===== config.mk =====
export PLATFORM = sky130hd
export DESIGN_NAME = reg_port_arbiter
export DESIGN_NICKNAME = d
export VERILOG_FILES = /design/src/rtl/reg_port_arbiter.sv
export SDC_FILE = /design/constraint.sdc
export NUM_CORES = 1
export LEC_CHECK = 0
export ABC_AREA = 1
export CORE_ASPECT_RATIO = 0.9
export CORE_UTILIZATION = 55
export CTS_CLUSTER_SIZE = 10
export DETAILED_ROUTE_END_ITERATION = 16
export PLACE_DENSITY_LB_ADDON = 0.12
export SLEW_MARGIN = 20
export SYNTH_ARGS = -nofsm -noshare
export SYNTH_HDL_FRONTEND = slang
export SYNTH_SLANG_ARGS = --single-unit

===== constraint.sdc =====
create_clock -name clk -period 4.1 [get_ports clk]
set_input_delay 0.41 -clock clk [delete_from_list [all_inputs] [get_ports clk]]
set_output_delay 0.41 -clock clk [all_outputs]
set_load 0.1 [all_outputs]

===== src/rtl/reg_port_arbiter.sv =====
// reg_port_arbiter
// Shares the register-file select port between the CPU control sequencer and
// the debug/IO loader. One owner at a time, round-robin tie-break, bounded hold
// under contention, and a forced idle cycle between owners. The granted side's
// latched index is decoded 4->16 into one-hot Rin (write) or Rout (read) enables.
// All outputs are registered and computed from the next state, so a grant taken
// at an edge is visible with valid enables immediately after that edge.

module reg_port_arbiter #(
    parameter int MAX_HOLD = 4
) (
    input  logic        clk,
    input  logic        clr,
    input  logic        cpu_req,
    input  logic        cpu_we,
    input  logic [3:0]  cpu_idx,
    input  logic        dbg_req,
    input  logic        dbg_we,
    input  logic [3:0]  dbg_idx,
    output logic        cpu_gnt,
    output logic        dbg_gnt,
    output logic [15:0] r_in,
    output logic [15:0] r_out,
    output logic        busy
);

    // Hold counter only needs to reach MAX_HOLD-1; keep at least one bit.
    localparam int HW = (MAX_HOLD > 1) ? $clog2(MAX_HOLD) : 1;
    localparam logic [HW-1:0] HOLD_LAST = HW'(MAX_HOLD - 1);

    typedef enum logic [1:0] {
        IDLE    = 2'd0,
        OWN_CPU = 2'd1,
        OWN_DBG = 2'd2
    } state_t;

    state_t        state;
    logic [HW-1:0] hold_cnt;
    logic          last_dbg;

    // Index 15 is reserved: the owner keeps the grant but no register is enabled.
    function automatic logic [15:0] decode(input logic [3:0] idx);
        logic [15:0] onehot;
        onehot = 16'h0;
        if (idx != 4'hF)
            onehot = 16'h1 << idx;
        return onehot;
    endfunction

    // Arbitration FSM with registered grant, busy and decoded enable outputs.
    // Enables are captured only on entry to an ownership state, so idx/we
    // changes during ownership have no effect until the requester re-requests.
    always_ff @(posedge clk or posedge clr) begin
        if (clr) begin
            state    <= IDLE;
            hold_cnt <= '0;
            last_dbg <= 1'b1;
            cpu_gnt  <= 1'b0;
            dbg_gnt  <= 1'b0;
            busy     <= 1'b0;
            r_in     <= 16'h0;
            r_out    <= 16'h0;
        end else begin
            case (state)
                IDLE: begin
                    if (cpu_req && (!dbg_req || last_dbg)) begin
                        state    <= OWN_CPU;
                        hold_cnt <= '0;
                        last_dbg <= 1'b0;
                        cpu_gnt  <= 1'b1;
                        dbg_gnt  <= 1'b0;
                        busy     <= 1'b1;
                        r_in     <= cpu_we ? decode(cpu_idx) : 16'h0;
                        r_out    <= cpu_we ? 16'h0 : decode(cpu_idx);
                    end else if (dbg_req) begin
                        state    <= OWN_DBG;
                        hold_cnt <= '0;
                        last_dbg <= 1'b1;
                        cpu_gnt  <= 1'b0;
                        dbg_gnt  <= 1'b1;
                        busy     <= 1'b1;
                        r_in     <= dbg_we ? decode(dbg_idx) : 16'h0;
                        r_out    <= dbg_we ? 16'h0 : decode(dbg_idx);
                    end
                end

                OWN_CPU: begin
                    if (!cpu_req || (dbg_req && hold_cnt == HOLD_LAST)) begin
                        state    <= IDLE;
                        hold_cnt <= '0;
                        cpu_gnt  <= 1'b0;
                        dbg_gnt  <= 1'b0;
                        busy     <= 1'b0;
                        r_in     <= 16'h0;
                        r_out    <= 16'h0;
                    end else if (hold_cnt != HOLD_LAST) begin
                        hold_cnt <= hold_cnt + 1'b1;
                    end
                end

                OWN_DBG: begin
                    if (!dbg_req || (cpu_req && hold_cnt == HOLD_LAST)) begin
                        state    <= IDLE;
                        hold_cnt <= '0;
                        cpu_gnt  <= 1'b0;
                        dbg_gnt  <= 1'b0;
                        busy     <= 1'b0;
                        r_in     <= 16'h0;
                        r_out    <= 16'h0;
                    end else if (hold_cnt != HOLD_LAST) begin
                        hold_cnt <= hold_cnt + 1'b1;
                    end
                end

                default: begin
                    state    <= IDLE;
                    hold_cnt <= '0;
                    cpu_gnt  <= 1'b0;
                    dbg_gnt  <= 1'b0;
                    busy     <= 1'b0;
                    r_in     <= 16'h0;
                    r_out    <= 16'h0;
                end
            endcase
        end
    end

endmodule


==> run summary, run 1 <==
Crit Path Class: reg -> reg
Hold Path Class: reg -> reg
WP data arrival: 2.60 ns
synthesized flop and latch total: 38
Startpoint Class: register
Most used DFF post-synth: dfrtp_1
setup_tns: 0 ns
Die H: 63.4 um
vias in the first global route: 2132
Setup Buffers After CTS: 0
unrepaired setup endpoints after global routing: false
crit path max fanout: 35
most frequent cells in the layout: 160 x nand2_1, 48 x clkdlybuf4s50_1, 37 x dfrtp_1, 31 x nand3_1, 28 x nor2_1
Clk Latency, worst-skew pair: 0.30 ns
crit path time final: 2.38 ns
Pleak: 1.52 nW
Worst Path Required: 4.32 ns
Iter 0 DRT Violations: 147
cts bufs inserted: 5
mean post-synth cell area: 6.79 sq um
grt ovf: 0
cts-stage hold buffer count: 0
CTS clk-pin slew, worst paths: 0.07 ns
crit share post-route: 58.1%
first-pass GRT wire length: 9620 um
H-tree lvl count: 2
drt total wl: 5610 um
Slew HR: 32.9%
largest net degree at the start of global routing: 39
Least-Margin Pin Slew: 1.00 ns
diodes inserted: 0
clk sinks: 38
worst-path cell chain: inv_1 -> ha_1 -> nand2_2 -> nand3_2 -> nand2_4 -> inv_4 -> o21ai_0 -> nor2_1
Mapped Area: 2300 sq um
Tot GR Track Use: 27.6%
CTS root buf: clkbuf_8
Clock Skews: 0.0101 ns
status: complete, no violations
first-pass detailed-route iteration total: 4
initial antenna violation count: 0
DR vias/cell: 5.24
CP delay by family, top: simple AND/OR/NAND/NOR gates
crit path buf inv count: 2
Worst path max stage delay: 0.57 ns
Max VDD drop: 0.563 mV
Die ar.: 4450 sq um
dpl hpwl: 4080 um
YS warnings: 0
EDFF count, synth: 0
CP max stage cell: ha_1
PortBufs: 48
Placeable Area: 3860 sq um
Rows: 21
TritonCTS clock tree: done
commonest non-fill, non-tap cell in the layout: nand2_1
Max Clk Rate: 0.420 GHz
Post-DRT Antenna Nets: 0
fraction of layout instances using a drive strength above 1: 4.74%
total of max-cap violations: 0
Slew Viols, Final: 0
layout filler cell count: 326
WL/cell: 13.2 um
FFs w/ async S/R, synth: 100%
Boundary Pins: 49
Area Overhead vs Synth: 23.7%
Post-CTS Resized: 0
Post-route DRC: 0
Crit. End Element: register
sequential share of the synthesized area: 41.4%
Netlist cell types: 24
Starting Density: 59.6%
Final #Nets: 396
Final Wtd Congestion: 0.914
total power: 1.59 mW
vias: 2234
endpoints failing hold: 0
Gate Count Post-Synth: 339
endpoints failing setup: 0
cell area power density: 560 nW/um^2
CTS Buffer Depth: 2
die width: 70.2 um
syn nets: 356
==> worst reg2reg max path, stage by stage, from the launching register on <==
cell,delay [ns]
dfrtp_1,0.41
inv_1,0.11
ha_1,0.58
nand2_2,0.19
nand3_2,0.12
nand2_4,0.21
inv_4,0.37
o21ai_0,0.20
nor2_1,0.13
==> synth_stat cells (2+ instances only) <==
library cell | number | area (sq um)
nand2_1 | 160 | 601
dfrtp_1 | 37 | 926
nand3_1 | 31 | 155
nor2_1 | 28 | 105
inv_1 | 25 | 93.8
nand4_1 | 12 | 75.1
nor3_1 | 8 | 40.0
buf_4 | 6 | 45.0
o21ai_0 | 6 | 30.0
buf_6 | 4 | 45.0
buf_2 | 3 | 15.0
ha_1 | 3 | 37.5
a21oi_1 | 2 | 10.0
clkbuf_1 | 2 | 7.51
nand3_2 | 2 | 20.0
nor2_2 | 2 | 12.5
==> cells by family (layout without fill, tap and decap cells) <==
group	after synthesis	after routing	synth area share, %
compound gates	11	11	3.04
fa+ha+maj	3	3	1.63
buf+inv	42	83	9.40
flops	38	38	41.4
simple gates	245	245	44.6
==> through the flow <==
stage / instances / utilization (%) / hold WS, ns / area [sq um] / setup WS (ns)
6_report: 426 / 73.7 / 0.482 / 2850 / 1.72
5_1_grt: 426 / 73.7 / 0.505 / 2850 / 1.51
4_1_cts: 426 / 73.7 / 0.484 / 2850 / 1.72
3_5_place_dp: 418 / 70.7 / 0.464 / 2730 / 1.75
3_3_place_gp: 418 / 70.7 / 0.462 / 2730 / 1.87
2_1_floorplan: 339 / - / 0.494 / 2300 / 1.90
==> where the power goes <==
| group | total (mW) | internal, mW | switching (mW) |
|---|---|---|---|
| clock | 0.330 | 0.198 | 0.131 |
| sequential | 0.468 | 0.434 | 0.0343 |
| combinational | 0.795 | 0.163 | 0.633 |
| total | 1.59 | 0.795 | 0.798 |
==> registers in the layout, indices dropped and copies added, names as in the netlist <==
name and count:
hold_cnt 2, last_dbg 1, busy 1, r_in 16, dbg_gnt 1, state 1
r_out 16
==> final timing paths <==
| path | slack (ns) | endpoint | startpoint | depth (start not counted) |
|---|---|---|---|---|
| setup / recovery | 1.72 | hold_cnt[1]$_DFFE_PP0P_ | state[0]$_DFFE_PP0P_ | 8 |
| hold / removal | 0.48 | r_in[9]$_DFFE_PP0P_ | r_in[9]$_DFFE_PP0P_ | 2 |
| setup reg to reg | 1.72 | hold_cnt[1]$_DFFE_PP0P_ | state[0]$_DFFE_PP0P_ | 8 |
| hold reg to reg | 0.48 | r_in[9]$_DFFE_PP0P_ | r_in[9]$_DFFE_PP0P_ | 2 |
| max in group asynchronous | 3.22 | last_dbg$_DFFE_PP1P_ | clr | 3 |
| min in group asynchronous | 0.52 | r_in[8]$_DFFE_PP0P_ | clr | 3 |
==> routing by layer <==
metal  track usage, %  part of all wire [%]  vias to the layer above
li1                 -                     -                     1144
met1             36.1                    47                      995
met2             43.8                    44                       87
met3             7.04                   7.5                        8
met4             11.5                   1.2                        0
met5                0                     0                        -
==> cell type report <==
class	instances	area [sq um]	share of cell area [%]
Clock buffer	7	86.3	3.03
Clock inverter	1	30.0	1.05
Inverter	26	100	3.51
Tap cell	46	57.6	2.02
Multi-Input combinational cell	259	1130	39.8
Sequential cell	38	952	33.4
Timing Repair Buffer	49	488	17.1
(Power assumes the default switching activity.)
==> run 2, diff against run 1 <==
CORE_UTILIZATION = 46   (was 55)
clock period = 2 ns   (was 4.1 ns; I/O delays follow)
==> run 2 against run 1 <==
Effect of this change:
- die area grew 19%
- largest cell class unchanged
- clock skew fell by 0.0070 ns
- via count shrank 0.98%
- wire length is 2.1% lower
- clock power rose by 65%
- fmax rose by 34%
- non-clock buffer count up 8
==> run summary, run 2 (synthesized netlist as in run 1, its figures left out) <==
status: complete, no violations
Post-DRT Antenna Nets: 0 (unchanged)
Hold Worst Slack: 0.308 ns (-0.174 ns)
first-pass GRT wire length: 9760 um (+1.5%)
most frequent CP cell: nand2_1
die width: 76.6 um (+9.1%)
DR vias/cell: 4.88 (-6.9%)
global route hottest layer: met2
Hold Path Class: in -> async
Slew Viols, Final: 0 (unchanged)
Starting Density: 47.6% (-12 points)
GR Util met3: 5.30% (-1.7 points)
routing usage on met2: 35.5% (-8.2 points)
CTS clk-pin slew, worst paths: 0.07 ns (about the same)
WL/cell: 12.1 um (-7.9%)
largest net degree at the start of global routing: 39 (unchanged)
Post-route DRC: 0 (unchanged)
met1 Use GR: 32.6% (-3.5 points)
fin area: 2820 sq um (-0.92%)
Least-Margin Pin Slew: 0.498 ns (-0.505 ns)
cell area power density: 1120 nW/um^2 (+100%)
total power: 3.15 mW (+98%)
fraction of layout instances using a drive strength above 1: 16.2% (+12 points)
crit path max fanout: 17 (-51%)
layout filler cell count: 504 (+55%)
placed insts: 445 (+6.5%)
endpoints failing hold: 0 (unchanged)
crit share post-route: 89.1% (+31 points)
cts-stage hold buffer count: 0 (unchanged)
FF-to-FF Start: state[0]$_DFFE_PP0P_
CTS Buffer Depth: 2 (unchanged)
WP data arrival: 2.01 ns (-0.59 ns)
fin cells: 453 (+6.3%)
initial antenna violation count: 0 (unchanged)
diodes inserted: 0 (unchanged)
drt total wl: 5500 um (-2.1%)
Area Overhead vs Synth: 22.6%
Final Wtd Congestion: 0.937 (+2.5%)
TritonCTS clock tree: done
PortBufs: 48 (unchanged)
vias: 2212 (-0.98%)
worst-path cell chain: inv_1 -> ha_1 -> inv_1 -> a21oi_4 -> nand3_1 -> nand2_1 -> nand2_1 -> nand2_1
dpl hpwl: 4030 um (-1.3%)
worst r2r path cells: 8 (unchanged)
Startpoint Class: register
Final Worst Setup Slack: 0.218 ns (-1.50 ns)
Crit. End Element: register
unrepaired setup endpoints after global routing: false
H-tree lvl count: 2 (unchanged)
Worst path max stage delay: 0.42 ns (-0.15 ns)
Sequential Area: 955 sq um (+0.26%)
Max VDD drop: 0.828 mV (+47%)
Register-to-Register Setup Slack: 0.22 ns (-1.50 ns)
Rows: 24 (+14%)
clk sinks: 38 (unchanged)
reg-to-reg endpoint: r_in[0]$_DFFE_PP0P_
Max Clk Rate: 0.561 GHz (+34%)
vias in the first global route: 2134 (+0.094%)
Placeable Area: 4830 sq um (+25%)
Multi-input gate area: 1130 sq um (unchanged)
Pleak: 1.61 nW (+6.1%)
Worst Path Required: 2.23 ns (-2.09 ns)
cts bufs inserted: 5 (unchanged)
Slew HR: 66.7% (+34 points)
Clock Skews: 0.00311 ns (-0.00703 ns)
CTS root buf: clkbuf_8
CP delay by family, top: flip-flops
Die ar.: 5290 sq um (+19%)
crit path time final: 1.78 ns (-0.601 ns)
most frequent cells in the layout: 160 x nand2_1, 44 x buf_4, 35 x dfrtp_1, 31 x nand3_1, 28 x nor2_1
Tot GR Track Use: 23.2% (-4.5 points)
CP max stage cell: dfrtp_2
Post-CTS Resized: 0 (unchanged)
first-pass detailed-route iteration total: 4 (unchanged)
top flop regs: r_in (16), r_out (16), hold_cnt (2)
Final Util: 58.4% (-15 points)
Crit Path Class: reg -> reg
Die H: 69.1 um (+9.1%)
endpoints failing setup: 0 (unchanged)
Final #Nets: 404 (+2.0%)
commonest non-fill, non-tap cell in the layout: nand2_1
total of max-cap violations: 0 (unchanged)
Clk Latency, worst-skew pair: 0.29 ns (about the same)
placed cell area: 2730 sq um (about the same)
Boundary Pins: 49 (unchanged)
Iter 0 DRT Violations: 213 (+45%)
Place WS: 0.145 ns (-1.60 ns)
setup_tns: 0 ns (unchanged)
Setup Buffers After CTS: 0 (unchanged)
grt ovf: 0 (unchanged)
crit path buf inv count: 2 (unchanged)
## run 2: cell count changes in the layout (fill, tap and decap cells not counted), sizes merged
cell / change
bufinv: -1
buf: +43
clkinv: +1
clkdlybuf4s50: -35
## run 2: worst max path at each step
stage | from | endpoint | slack, ns | depth (start not counted)
floorplan | state[0]$_DFFE_PP0P_ | r_in[12]$_DFFE_PP0P_ | 0.11 | 10
global route | state[0]$_DFFE_PP0P_ | r_in[10]$_DFFE_PP0P_ | 0.03 | 8
global placement | dbg_req | r_in[7]$_DFFE_PP0P_ | 0.21 | 8
finish | state[0]$_DFFE_PP0P_ | r_in[0]$_DFFE_PP0P_ | 0.22 | 8
detailed placement | cpu_req | hold_cnt[1]$_DFFE_PP0P_ | 0.15 | 8
CTS | state[0]$_DFFE_PP0P_ | hold_cnt[1]$_DFFE_PP0P_ | 0.22 | 8
## run 2: worst register-to-register path: stages (launching register included)
cell and delay [ns]:
dfrtp_2 0.42, inv_1 0.11, ha_1 0.29, inv_1 0.15, a21oi_4 0.39, nand3_1 0.15, nand2_1 0.11, nand2_1 0.05
nand2_1 0.06
## run 2: area by class of cell
| cell class | instances | share of cell area (%) |
|---|---|---|
| multi-input combinational | 259 | 40.2 |
| sequential | 38 | 33.8 |
| timing repair buffer | 57 | 16.3 |
| inverter | 26 | 3.55 |
| clock buffer | 7 | 3.06 |
| tap | 65 | 2.88 |
| clock inverter | 1 | 0.177 |
## run 2: per-layer routing
layer	up-vias	wire length [um]
met1	984	2760
met2	67	2350
met4	0	60
met5	-	0
li1	1154	-
met3	7	333
## run 2: power breakdown
part	switching (mW)	internal, mW	leakage (nW)
Clock	0.267	0.278	0.0482
Sequential	0.0667	0.893	0.516
Combinational	1.30	0.351	1.05
